File: src/rtl/mem_port_arbiter.sv
// mem_port_arbiter: shares one synchronous memory port between two requesters.
// Port 0 is the CPU (fetch/ld/st), port 1 the secondary master (loader/DMA).
// Two-way round-robin arbitration with a single transaction in flight.
//
// Handshake: a requester raises reqN with wrN/addrN/wdataN stable and holds it
// until ackN pulses for one cycle; on the edge after ackN it either drops reqN
// or presents its next request. The arbiter latches the request fields at
// grant, so inputs are ignored for the rest of that transaction (a dropped req
// still completes and still gets its ack).
//
// Reads model a memory with RD_LAT cycles from mem_rd to valid mem_rdata.
module mem_port_arbiter #(
    parameter int AW     = 16,
    parameter int DW     = 16,
    parameter int RD_LAT = 1
) (
    input  logic          clk,
    input  logic          reset,
    input  logic          req0,
    input  logic          wr0,
    input  logic [AW-1:0] addr0,
    input  logic [DW-1:0] wdata0,
    input  logic          req1,
    input  logic          wr1,
    input  logic [AW-1:0] addr1,
    input  logic [DW-1:0] wdata1,
    output logic          ack0,
    output logic          ack1,
    output logic [DW-1:0] rdata0,
    output logic [DW-1:0] rdata1,
    output logic          mem_rd,
    output logic          mem_wr,
    output logic [AW-1:0] mem_addr,
    output logic [DW-1:0] mem_wdata,
    input  logic [DW-1:0] mem_rdata,
    output logic          busy,
    output logic          owner,
    output logic [2:0]    dbg_state
);

    typedef enum logic [2:0] {
        S_IDLE     = 3'd0,
        S_WR       = 3'd1,
        S_RD_ISSUE = 3'd2,
        S_RD_WAIT  = 3'd3,
        S_RD_ACK   = 3'd4
    } state_t;

    state_t        state;
    logic          prio;
    logic [2:0]    cnt;

    logic          gnt_any;
    logic          gnt_port;
    logic          gnt_wr;
    logic [AW-1:0] gnt_addr;
    logic [DW-1:0] gnt_wdata;
    logic          lat_last;

    // Pick the winning port in IDLE: a lone requester wins, a tie goes to prio.
    always_comb begin
        gnt_any   = req0 | req1;
        gnt_port  = (req0 && req1) ? prio : req1;
        gnt_wr    = gnt_port ? wr1    : wr0;
        gnt_addr  = gnt_port ? addr1  : addr0;
        gnt_wdata = gnt_port ? wdata1 : wdata0;
        lat_last  = (cnt == 3'(RD_LAT - 1));
    end

    // Transaction FSM; strobes and acks are registered so each is high for
    // exactly the one state it belongs to.
    always_ff @(posedge clk or posedge reset) begin
        if (reset) begin
            state     <= S_IDLE;
            prio      <= 1'b0;
            cnt       <= 3'd0;
            owner     <= 1'b0;
            ack0      <= 1'b0;
            ack1      <= 1'b0;
            mem_rd    <= 1'b0;
            mem_wr    <= 1'b0;
            mem_addr  <= '0;
            mem_wdata <= '0;
            rdata0    <= '0;
            rdata1    <= '0;
        end else begin
            ack0   <= 1'b0;
            ack1   <= 1'b0;
            mem_rd <= 1'b0;
            mem_wr <= 1'b0;
            case (state)
                S_IDLE: begin
                    if (gnt_any) begin
                        owner     <= gnt_port;
                        mem_addr  <= gnt_addr;
                        mem_wdata <= gnt_wdata;
                        // Only a contested grant moves the round-robin pointer.
                        if (req0 && req1) begin
                            prio <= ~gnt_port;
                        end
                        if (gnt_wr) begin
                            state  <= S_WR;
                            mem_wr <= 1'b1;
                            ack0   <= ~gnt_port;
                            ack1   <= gnt_port;
                        end else begin
                            state  <= S_RD_ISSUE;
                            mem_rd <= 1'b1;
                        end
                    end
                end
                S_WR: begin
                    state <= S_IDLE;
                end
                S_RD_ISSUE: begin
                    state <= S_RD_WAIT;
                    cnt   <= 3'd0;
                end
                S_RD_WAIT: begin
                    if (lat_last) begin
                        if (owner) begin
                            rdata1 <= mem_rdata;
                        end else begin
                            rdata0 <= mem_rdata;
                        end
                        ack0  <= ~owner;
                        ack1  <= owner;
                        state <= S_RD_ACK;
                    end else begin
                        cnt <= cnt + 3'd1;
                    end
                end
                S_RD_ACK: begin
                    state <= S_IDLE;
                end
                default: begin
                    state <= S_IDLE;
                end
            endcase
        end
    end

    assign busy      = (state != S_IDLE);
    assign dbg_state = state;

endmodule

File: config.mk
export PLATFORM = sky130hd
export DESIGN_NAME = mem_port_arbiter
export DESIGN_NICKNAME = d
export VERILOG_FILES = /design/src/rtl/mem_port_arbiter.sv
export SDC_FILE = /design/constraint.sdc
export NUM_CORES = 1
export LEC_CHECK = 0
export ABC_CLOCK_PERIOD_IN_PS = 3310
export BUFFER_PORTS_ARGS = -buffer_cell sky130_fd_sc_hd__buf_2
export CAP_MARGIN = 20
export CORE_MARGIN = 2
export CORE_UTILIZATION = 46
export DETAILED_ROUTE_END_ITERATION = 8
export MAX_ROUTING_LAYER = met4
export PLACE_DENSITY = 0.8
export SYNTH_ARGS = -nofsm -noshare
export SYNTH_HDL_FRONTEND = slang
export SYNTH_SLANG_ARGS = --single-unit
File: constraint.sdc
create_clock -name clk -period 3.31 [get_ports clk]
set_clock_uncertainty 0.1 [all_clocks]
set_input_delay 0.8275 -clock clk [delete_from_list [all_inputs] [get_ports clk]]
set_output_delay 0.8275 -clock clk [all_outputs]
set_load 0.05 [all_outputs]
==> results.md, run 1 <==
Detailed routing:
- The pre-antenna-repair detailed-routing pass consisted of 4 iterations.
- Summing over every cut layer, the via total after detailed routing is roughly 2,500.
- The count of nets left with antenna violations once routing finished came out at 0.
- The first routing iteration left 56 violations.
- In the routed design, unresolved DRC markers number 0.
- Wires add up to 7.12 mm.
- After detailed routing, the average wire length per cell comes to between 10 and 15 um.
- The mean number of vias per cell is 4.85.

Critical path:
- The signal on the critical path passes through nor3_1 -> inv_1 -> buf_2.
- For this run, the slowest stage of the critical path takes 0.49 ns.
- The critical setup path kind is reg2out.
- The logic depth of the worst register-to-register path is 6.
- Across all register-to-register paths, the minimum setup slack is between 1 and 1.5 ns.
- The reg-to-reg endpoint is rdata0[13].
- Data on the critical path arrives at its endpoint at 1.67 ns.
- The slowest cell on the critical path is sky130_fd_sc_hd__nor3_1.
- The endpoint kind of the worst setup timing path is a primary output.
- The largest fanout on the critical path is 7.
- The reg-to-reg critical path startpoint is cnt[0].
- The worst setup path is launched from a flop.
- The required time of the critical path is between 2 and 2.5 ns.

Floorplan:
- The area of the core is roughly 0.0069 mm2.
- The die covers about 0.008 mm2.
- The width of the die is 88.6 um.
- The top-level port count is 159.
- The vertical die dimension is just under 90 um.
- The initial cell density of the core is 0.479.
- The floorplan has 30 rows.

Layout:
- From synthesis to final layout, the design area changed by 34.5%.
- The number of nets at the end of the flow is about 510.
- In the final layout, the share of cells above drive strength 1 is 0.518.
- After filler insertion, the fill cell instance count of the layout stands at 560.
- The repair_antennas step left the layout with diodes totalling 0.

Clocking:
- The number of resized instances in the post-cts repair step is 0.
- In this run the clock root is driven by a sky130_fd_sc_hd__clkbuf_8.
- In this run the post-CTS setup repair buffer count came out at 0.
- The hold-fix buffer count after cts is 0.
- The number of clock buffers added by TritonCTS is 9.
- The TritonCTS clock tree is done.
- The clock transition at the register clock pins on the worst setup and hold paths after CTS is about 0.080 ns.
- The number of buffers on the longest clock path is 2.
- The clock tree synthesis step divided the H-tree into 3 levels.
- The clock sink total is 76.
- The clock latency at the later pin of the worst-skew pair is approximately 0.34 ns.

Global route:
- The number of global-route vias before repair is approximately 2,400.
- The initial antenna violation count is 0.
- The global-route congestion overflow total is 0.
- The pin count of the biggest net entering global routing is 51.
- In the global route stage, overall resource usage came out at 0.188.
- The wire length of the first global-routing pass is 11.0 mm.

Placement:
- The HPWL after detailed placement is between 5 and 6 mm.
- In this run the tool buffered the top-level ports with approximately 160 buffer cells.
- The congestion estimate from routability-driven global placement came to 0.819.

Worst hold path:
- The beginning of the worst hold path is mem_addr[6].
- The worst hold path class is reg2reg.
- The worst hold path terminates at mem_addr[6].
- The worst hold path was traced through 2 stages.

Timing:
- The number of max-slew violations in the final report is 0.
- The final hold violation count is 0.
- The worst pin sits at a relative slew slack of 0.576.
- Adding up every negative setup slack in the final design gives 0 ns.
- Setup repair after global routing left no endpoint under its margin.
- At the pin with the least slew margin, the transition time is around 0.63 ns.
- Counting I/O delays and the setup requirement, the final critical path takes 2.60 ns.
- The maximum achievable frequency is between 0.3 and 0.4 GHz.
- The final period utilization is 0.786.
- The number of failing setup endpoints in the final timing report is 0.

Yosys:
- The sequential-to-total area share from yosys stat is 0.578.
- Counting every instance in the synthesized netlist gives between 200 and 300.
- The Yosys step of the flow raised 0 warnings.
- Counting flops and latches in the post-synthesis netlist gives 76.
- The distinct cell type count after synthesis is 32.
- The post-synthesis instance area is around 0.0033 mm2.
- The synthesized net count is between 300 and 400.
- The average instance area after synthesis is approximately 13 um2.

Run status:
- The flow ran to the end, and the final reports show no timing, DRC or antenna violations.

Flow run:
- The tool flagged a number of max-cap violations equal to 0.
-- flip-flops by register name, indices dropped and copies added, names as in the netlist --
name	count
mem_rd	1
mem_wdata	16
dbg_state	3
mem_addr	16
cnt	3
ack1	1
prio	1
ack0	1
mem_wr	1
rdata0	16
owner	1
rdata1	16
-- metrics by stage --
stage	utilization	area (um2)	hold slack [ns]	setup WS, ns	instances
floorplan	-	3290	0.340	0.444	261
global placement	0.607	4170	0.357	1.07	505
detailed placement	0.607	4170	0.367	1.06	505
CTS	0.644	4420	0.387	0.699	521
global route	0.644	4420	0.399	0.651	521
finish	0.644	4420	0.377	0.709	521
-- cells by family (layout without fill, tap and decap cells) --
kind of cell,Yosys count,in the layout,synth area share
simple gates,48,48,0.0715
fa+ha+maj,2,2,0.00761
xor+xnor,1,1,0.00266
flops,76,76,0.578
compound gates,47,47,0.0776
mux,65,65,0.221
buf+inv,22,186,0.0418
-- worst max-delay path by stage --
| stage | start | cells after the start | slack [ns] | endpoint |
|---|---|---|---|---|
| after detailed placement | cnt[0] | 6 | 1.06 | rdata0[13] |
| after floorplan | reset | 1 | 0.44 | ack0 |
| final | dbg_state[0] | 3 | 0.71 | busy |
| after global placement | req0 | 6 | 1.07 | dbg_state[0] |
| after global routing | dbg_state[0] | 3 | 0.65 | busy |
| after CTS | dbg_state[2] | 3 | 0.70 | busy |
-- final cells by class --
class	instances	area, um2	share of cell area
multi-input combinational	163	1270	0.288
clock inverter	7	130	0.0294
clock buffer	9	124	0.0280
sequential	76	1900	0.430
tap	96	120	0.0271
inverter	8	30.0	0.00679
timing repair buffer	162	846	0.191
-- cells in the mapped netlist --
library cell,count,area share
sky130_fd_sc_hd__dfrtp_1,76,0.58
sky130_fd_sc_hd__o21ai_0,37,0.056
sky130_fd_sc_hd__nand2_1,36,0.041
sky130_fd_sc_hd__mux2i_1,32,0.097
sky130_fd_sc_hd__mux2_2,24,0.082
sky130_fd_sc_hd__mux2_4,9,0.041
sky130_fd_sc_hd__inv_1,8,0.0091
sky130_fd_sc_hd__clkbuf_1,5,0.0057
sky130_fd_sc_hd__buf_4,4,0.0091
sky130_fd_sc_hd__buf_6,3,0.010
sky130_fd_sc_hd__ha_1,2,0.0076
sky130_fd_sc_hd__nand3_1,2,0.0030
sky130_fd_sc_hd__nor2b_4,2,0.0084
sky130_fd_sc_hd__o21ai_1,2,0.0030
sky130_fd_sc_hd__o22ai_1,2,0.0038
sky130_fd_sc_hd__a21o_1,1,0.0023
sky130_fd_sc_hd__a22o_1,1,0.0027
sky130_fd_sc_hd__and3_4,1,0.0034
sky130_fd_sc_hd__buf_12,1,0.0061
sky130_fd_sc_hd__buf_2,1,0.0015
sky130_fd_sc_hd__nand2_4,1,0.0034
sky130_fd_sc_hd__nand3b_1,1,0.0023
sky130_fd_sc_hd__nor2_1,1,0.0011
sky130_fd_sc_hd__nor2b_1,1,0.0019
sky130_fd_sc_hd__nor2b_2,1,0.0027
sky130_fd_sc_hd__nor3_1,1,0.0015
sky130_fd_sc_hd__o21a_1,1,0.0023
sky130_fd_sc_hd__o21bai_1,1,0.0023
sky130_fd_sc_hd__o31a_1,1,0.0027
sky130_fd_sc_hd__o31ai_1,1,0.0023
sky130_fd_sc_hd__or2b_2,1,0.0027
sky130_fd_sc_hd__xnor2_1,1,0.0027
-- metal layers --
| metal | GRT usage | part of all wire | vias up |
|---|---|---|---|
| li1 | - | - | 1217 |
| met1 | 0.232 | 0.42 | 1182 |
| met2 | 0.306 | 0.48 | 124 |
| met3 | 0.0448 | 0.087 | 4 |
| met4 | 0.0661 | 0.0059 | 0 |
| met5 | - | 0 | - |
-- worst max-delay path, delay by kind of cell, from the launching register on --
kind                   cells  cell delay, ns
buffers and inverters      2            0.39
flip-flops                 1            0.46
AND/OR/NAND/NOR            1            0.49
-- cell usage in the layout (no fill, tap or decap), types with 3 or more instances in the layout --
cell type and count:
sky130_fd_sc_hd__bufinv_16 3, sky130_fd_sc_hd__mux2_2 24, sky130_fd_sc_hd__mux2i_1 32, sky130_fd_sc_hd__o21ai_0 36, sky130_fd_sc_hd__dfrtp_1 76, sky130_fd_sc_hd__mux2_4 9, sky130_fd_sc_hd__inv_1 7, sky130_fd_sc_hd__buf_2 158
sky130_fd_sc_hd__clkbuf_8 9, sky130_fd_sc_hd__nand2_1 36
Power of run 1 is left out: the tool's default activity adds up to more than one toggle a clock period on the data nets, which glitch-free logic cannot reach.
==> inputs of run 2 (changes only) <==
ABC_AREA = 1   (was not set)
ABC_CLOCK_PERIOD_IN_PS = 2500   (was 3310)
clock period = 2.5 ns   (was 3.31 ns; I/O delays follow)
==> run 2 against run 1 <==
Utilization fell by 2.0 points. Critical path depth did not move. Die area fell by 0.10%. Final cell count rose by 19%. Setup slack got worse by 0.25 ns. First-iteration DRC count rose by 110%. Sequential share of layout area rose by 1.4 points. Critical endpoint unchanged. Highest routed layer unchanged.
==> results.md, run 2 <==
Global route:
- The number of global-route vias before repair is 2,776 (was 2,448).
- The total routing usage reported by global routing is 0.231 (was 0.188).
- The global-route congestion overflow total was 0 (unchanged).
- The pin count of the biggest net entering global routing was 35 (was 51).
- The initial antenna violation count is 0 (unchanged).
- The wire length of the first global-routing pass was 13.2 mm (was 11.0 mm).

Floorplan:
- The area of the core was 0.00687 mm2 (unchanged).
- The vertical die dimension is 88.5 um (was 88.6 um).
- The floorplan row count is 30 (unchanged).
- The top-level port count is 159 (unchanged).
- The overall die area came to 0.00783 mm2 (was 0.00784 mm2).
- The width of the die came to 88.5 um (was 88.6 um).
- The initial cell density of the core is 0.478 (was 0.479).

Layout:
- The number of nets at the end of the flow was 605 (was 508).
- The final standard cell count with taps included and fillers excluded is 618 (was 521).
- The count of antenna diodes in the layout was 0 (unchanged).
- The fraction of final layout cells sized beyond drive strength 1 came to 0.364 (was 0.518).
- The most common cell after layout, fill and taps aside is sky130_fd_sc_hd__buf_2 (unchanged).
- The number of fill cells was 600 (was 560).
- Commonest non-fill, non-tap cells in the layout: sky130_fd_sc_hd__buf_2 (158), sky130_fd_sc_hd__nand2_1 (82), sky130_fd_sc_hd__dfrtp_1 (76) (was sky130_fd_sc_hd__buf_2 (158), sky130_fd_sc_hd__dfrtp_1 (76), sky130_fd_sc_hd__nand2_1 (36), sky130_fd_sc_hd__o21ai_0 (36), sky130_fd_sc_hd__mux2i_1 (32)).
- The signed area change from the synthesized netlist to the final layout is 30.4% (was 34.5%).

Yosys:
- The top flip-flop cell by instance count after synthesis was sky130_fd_sc_hd__dfrtp_1 (unchanged).
- List of most frequent post-synthesis cells: sky130_fd_sc_hd__nand2_1 (82), sky130_fd_sc_hd__dfrtp_1 (76), sky130_fd_sc_hd__o21ai_1 (73) (was sky130_fd_sc_hd__dfrtp_1 (76), sky130_fd_sc_hd__o21ai_0 (37), sky130_fd_sc_hd__nand2_1 (36)).
- The post-synthesis async set-or-reset flop share is 1.00 (unchanged).
- The cell type with the largest total area after synthesis is sky130_fd_sc_hd__dfrtp_1 (unchanged).
- The average instance area after synthesis came to 9.08 um2 (was 12.6 um2).
- The number of flip-flops and latches in the synthesized netlist is 76 (unchanged).
- The synthesis warning total is 0 (unchanged).
- The sequential-to-total area share from yosys stat came to 0.579 (was 0.578).
- The post-synthesis instance area was 0.00329 mm2 (about the same).
- The most frequent cell after synthesis is sky130_fd_sc_hd__nand2_1 (was sky130_fd_sc_hd__dfrtp_1).
- The synthesized net count is 450 (was 349).
- The portion of synthesized cell area occupied by the leading cell type was 0.579 (was 0.578).
- Main area contributors after synthesis: sky130_fd_sc_hd__dfrtp_1 (58%), sky130_fd_sc_hd__o21ai_1 (11%), sky130_fd_sc_hd__nand2_1 (9.4%), sky130_fd_sc_hd__o21ai_0 (4.6%), sky130_fd_sc_hd__nor2_1 (3.8%) (was sky130_fd_sc_hd__dfrtp_1 (58%), sky130_fd_sc_hd__mux2i_1 (9.7%), sky130_fd_sc_hd__mux2_2 (8.2%), sky130_fd_sc_hd__o21ai_0 (5.6%), sky130_fd_sc_hd__mux2_4 (4.1%)).
- The number of flops mapped to enable cells by yosys is 0 (unchanged).
- The distinct cell type count after synthesis is 21 (was 32).
- The number of cells produced by synthesis is 362 (was 261).

Clocking:
- The hold-fix buffer count after cts was 0 (unchanged).
- The number of resized instances in the post-cts repair step came to 0 (unchanged).
- The total CTS buffers is 9 (unchanged).
- The clock transition at the register clock pins on the worst setup and hold paths after CTS came to 0.09 ns (was 0.08 ns).
- The TritonCTS clock tree is done (unchanged).
- The number of buffers on the longest clock path is 2 (unchanged).
- The post-CTS repair timing setup buffer count was 0 (unchanged).
- The clock root buffer master is sky130_fd_sc_hd__clkbuf_8 (unchanged).
- The clock latency at the later pin of the worst-skew pair is 0.35 ns (was 0.34 ns).
- The depth of the CTS H-tree is 3 (unchanged).
- The clock sink total is 76 (unchanged).

Critical path:
- The endpoint kind of the worst setup timing path is a primary output (unchanged).
- The peak per-stage delay on the critical path was 0.43 ns (was 0.49 ns).
- The data arrival time of the critical path is 1.31 ns (was 1.67 ns).
- The critical setup path kind is reg2out (unchanged).
- The slowest cell on the critical path is sky130_fd_sc_hd__dfrtp_1 (was sky130_fd_sc_hd__nor3_1).
- The required time of the critical path is 1.77 ns (was 2.38 ns).
- The critical path launch point type is a flop (unchanged).
- The largest fanout on the critical path is 4 (was 7).
- Crit path cell chain: nor2_2 -> nand2_2 -> buf_2 (was nor3_1 -> inv_1 -> buf_2).

Detailed routing:
- The number of search-and-repair iterations in the first detailed-routing pass is 4 (unchanged).
- The total wire length is 8.34 mm (was 7.12 mm).
- The number of violations reported at the end of detailed-routing iteration 0 is 116 (was 56).
- The per-cell routed wire length is 13.5 um (was 13.7 um).
- The count of nets left with antenna violations after detail routing was 0 (unchanged).
- The mean number of vias per cell was 4.89 (was 4.85).
- The DRC violation count after routing is 0 (unchanged).
- The detailed-route via count is 3,022 (was 2,527).

Run status:
- Outcome: completed (unchanged).

Placement:
- The estimated wirelength of the detail-placed design is 6.13 mm (was 5.36 mm).
- The number of placed instances, taps included is 602 (was 505).
- The final estimated routing congestion in global placement is 0.867 (was 0.819).
- The number of buffer cells added on primary ports was 158 (unchanged).

Timing:
- The actual transition at the worst max-transition pin is 0.597 ns (was 0.633 ns).
- In the finished design, the share of the clock period the worst path needs comes to 0.815.
- The minimum period implied by the final worst setup slack is about 2.0 ns.
- The normalized max-slew margin is 0.602 (was 0.576).
- The total negative slack for setup checks came to 0 ns (unchanged).
- The number of max-slew violations in the final report is 0 (unchanged).
- The maximum achievable frequency is a little under 0.5 GHz.
- Unrepaired setup endpoints after global routing: false (unchanged).
- The number of failing setup endpoints in the final timing report was 0 (unchanged).
- The final hold violation count is 0 (unchanged).

Pwr:
- The leakage component of the power is between 2 and 2.5 nW.
- The power density relative to cell area is 1640 mW/mm2.
- The worst-case IR drop observed on VDD is 0.660 mV.

Flow run:
- The number of max-cap violations is 0 (unchanged).

Worst hold path:
- The worst hold path class is in2async (was reg2reg).
run 2: cell types whose count changed in the layout (fill, tap and decap cells not counted), sizes merged, moves of 4 or more:
| cell | before | now |
|---|---|---|
| o21ai | 39 | 103 |
| nand2 | 37 | 84 |
| nor2 | 1 | 37 |
| mux2 | 33 | 0 |
| mux2i | 32 | 0 |
| inv | 12 | 32 |
| nand3 | 2 | 7 |
| nor2b | 4 | 0 |
run 2: final timing paths:
| path | cells past startpoint | startpoint | to | slack, ns |
|---|---|---|---|---|
| setup reg to reg | 6 | dbg_state[2] | mem_wdata[14] | 0.80 |
| hold / removal | 2 | reset | cnt[2] | 0.20 |
| max in group asynchronous | 3 | reset | rdata0[7] | 1.40 |
| setup / recovery | 3 | dbg_state[2] | busy | 0.46 |
| min in group clk | 2 | rdata0[11] | rdata0[11] | 0.39 |
| hold reg to reg | 2 | rdata0[11] | rdata0[11] | 0.39 |
run 2: metal layers:
metal | track usage | up-vias | share of wire
met5 | - | - | 0
met4 | 0.0992 | 0 | 0.024
met3 | 0.0485 | 19 | 0.070
met2 | 0.367 | 125 | 0.48
met1 | 0.287 | 1387 | 0.43
li1 | - | 1491 | -
run 2: area by class of cell:
type                    instances  area, um2  area share
flip-flops and latches         76       1900       0.444
multi-input cells             238       1130       0.263
repair buffers                162        833       0.194
clock buffers                   9        124      0.0289
well taps                      96        120      0.0280
inverters                      30        119      0.0277
clock inverters                 7       58.8      0.0137
run 2: critical path: cells and delay by family (launching register included):
family                 cells  cell delay [ns]
buffers and inverters      1             0.24
DFF                        1             0.43
and+or+nand+nor            2             0.28
run 2: power by group:
part	internal, mW	switching, mW
clock network	0.374	0.497
logic	0.871	3.15
registers	1.82	0.312
run 2: cells by family after synthesis:
kind of cell    after synthesis  synth area share
simple gates                130             0.172
compound gates              105             0.161
flops                        76             0.579
buf+inv                      48            0.0777
fa+ha+maj                     2           0.00761
xor+xnor                      1           0.00267
run 2: metrics by stage:
step | setup slack [ns] | power (mW) | instance area, um2 | util | hold slack, ns
final | 0.461 | 7.02 | 4290 | 0.624 | 0.202
after detailed placement | 0.515 | 6.19 | 4100 | 0.597 | 0.368
after floorplan | 0.693 | 5.30 | 3290 | - | 0.353
after CTS | 0.429 | 7.07 | 4290 | 0.624 | 0.209
after global routing | 0.390 | 7.44 | 4290 | 0.624 | 0.230
after global placement | 0.542 | 6.09 | 4100 | 0.597 | 0.362
Note: power is estimated with default switching activity, not from simulation.
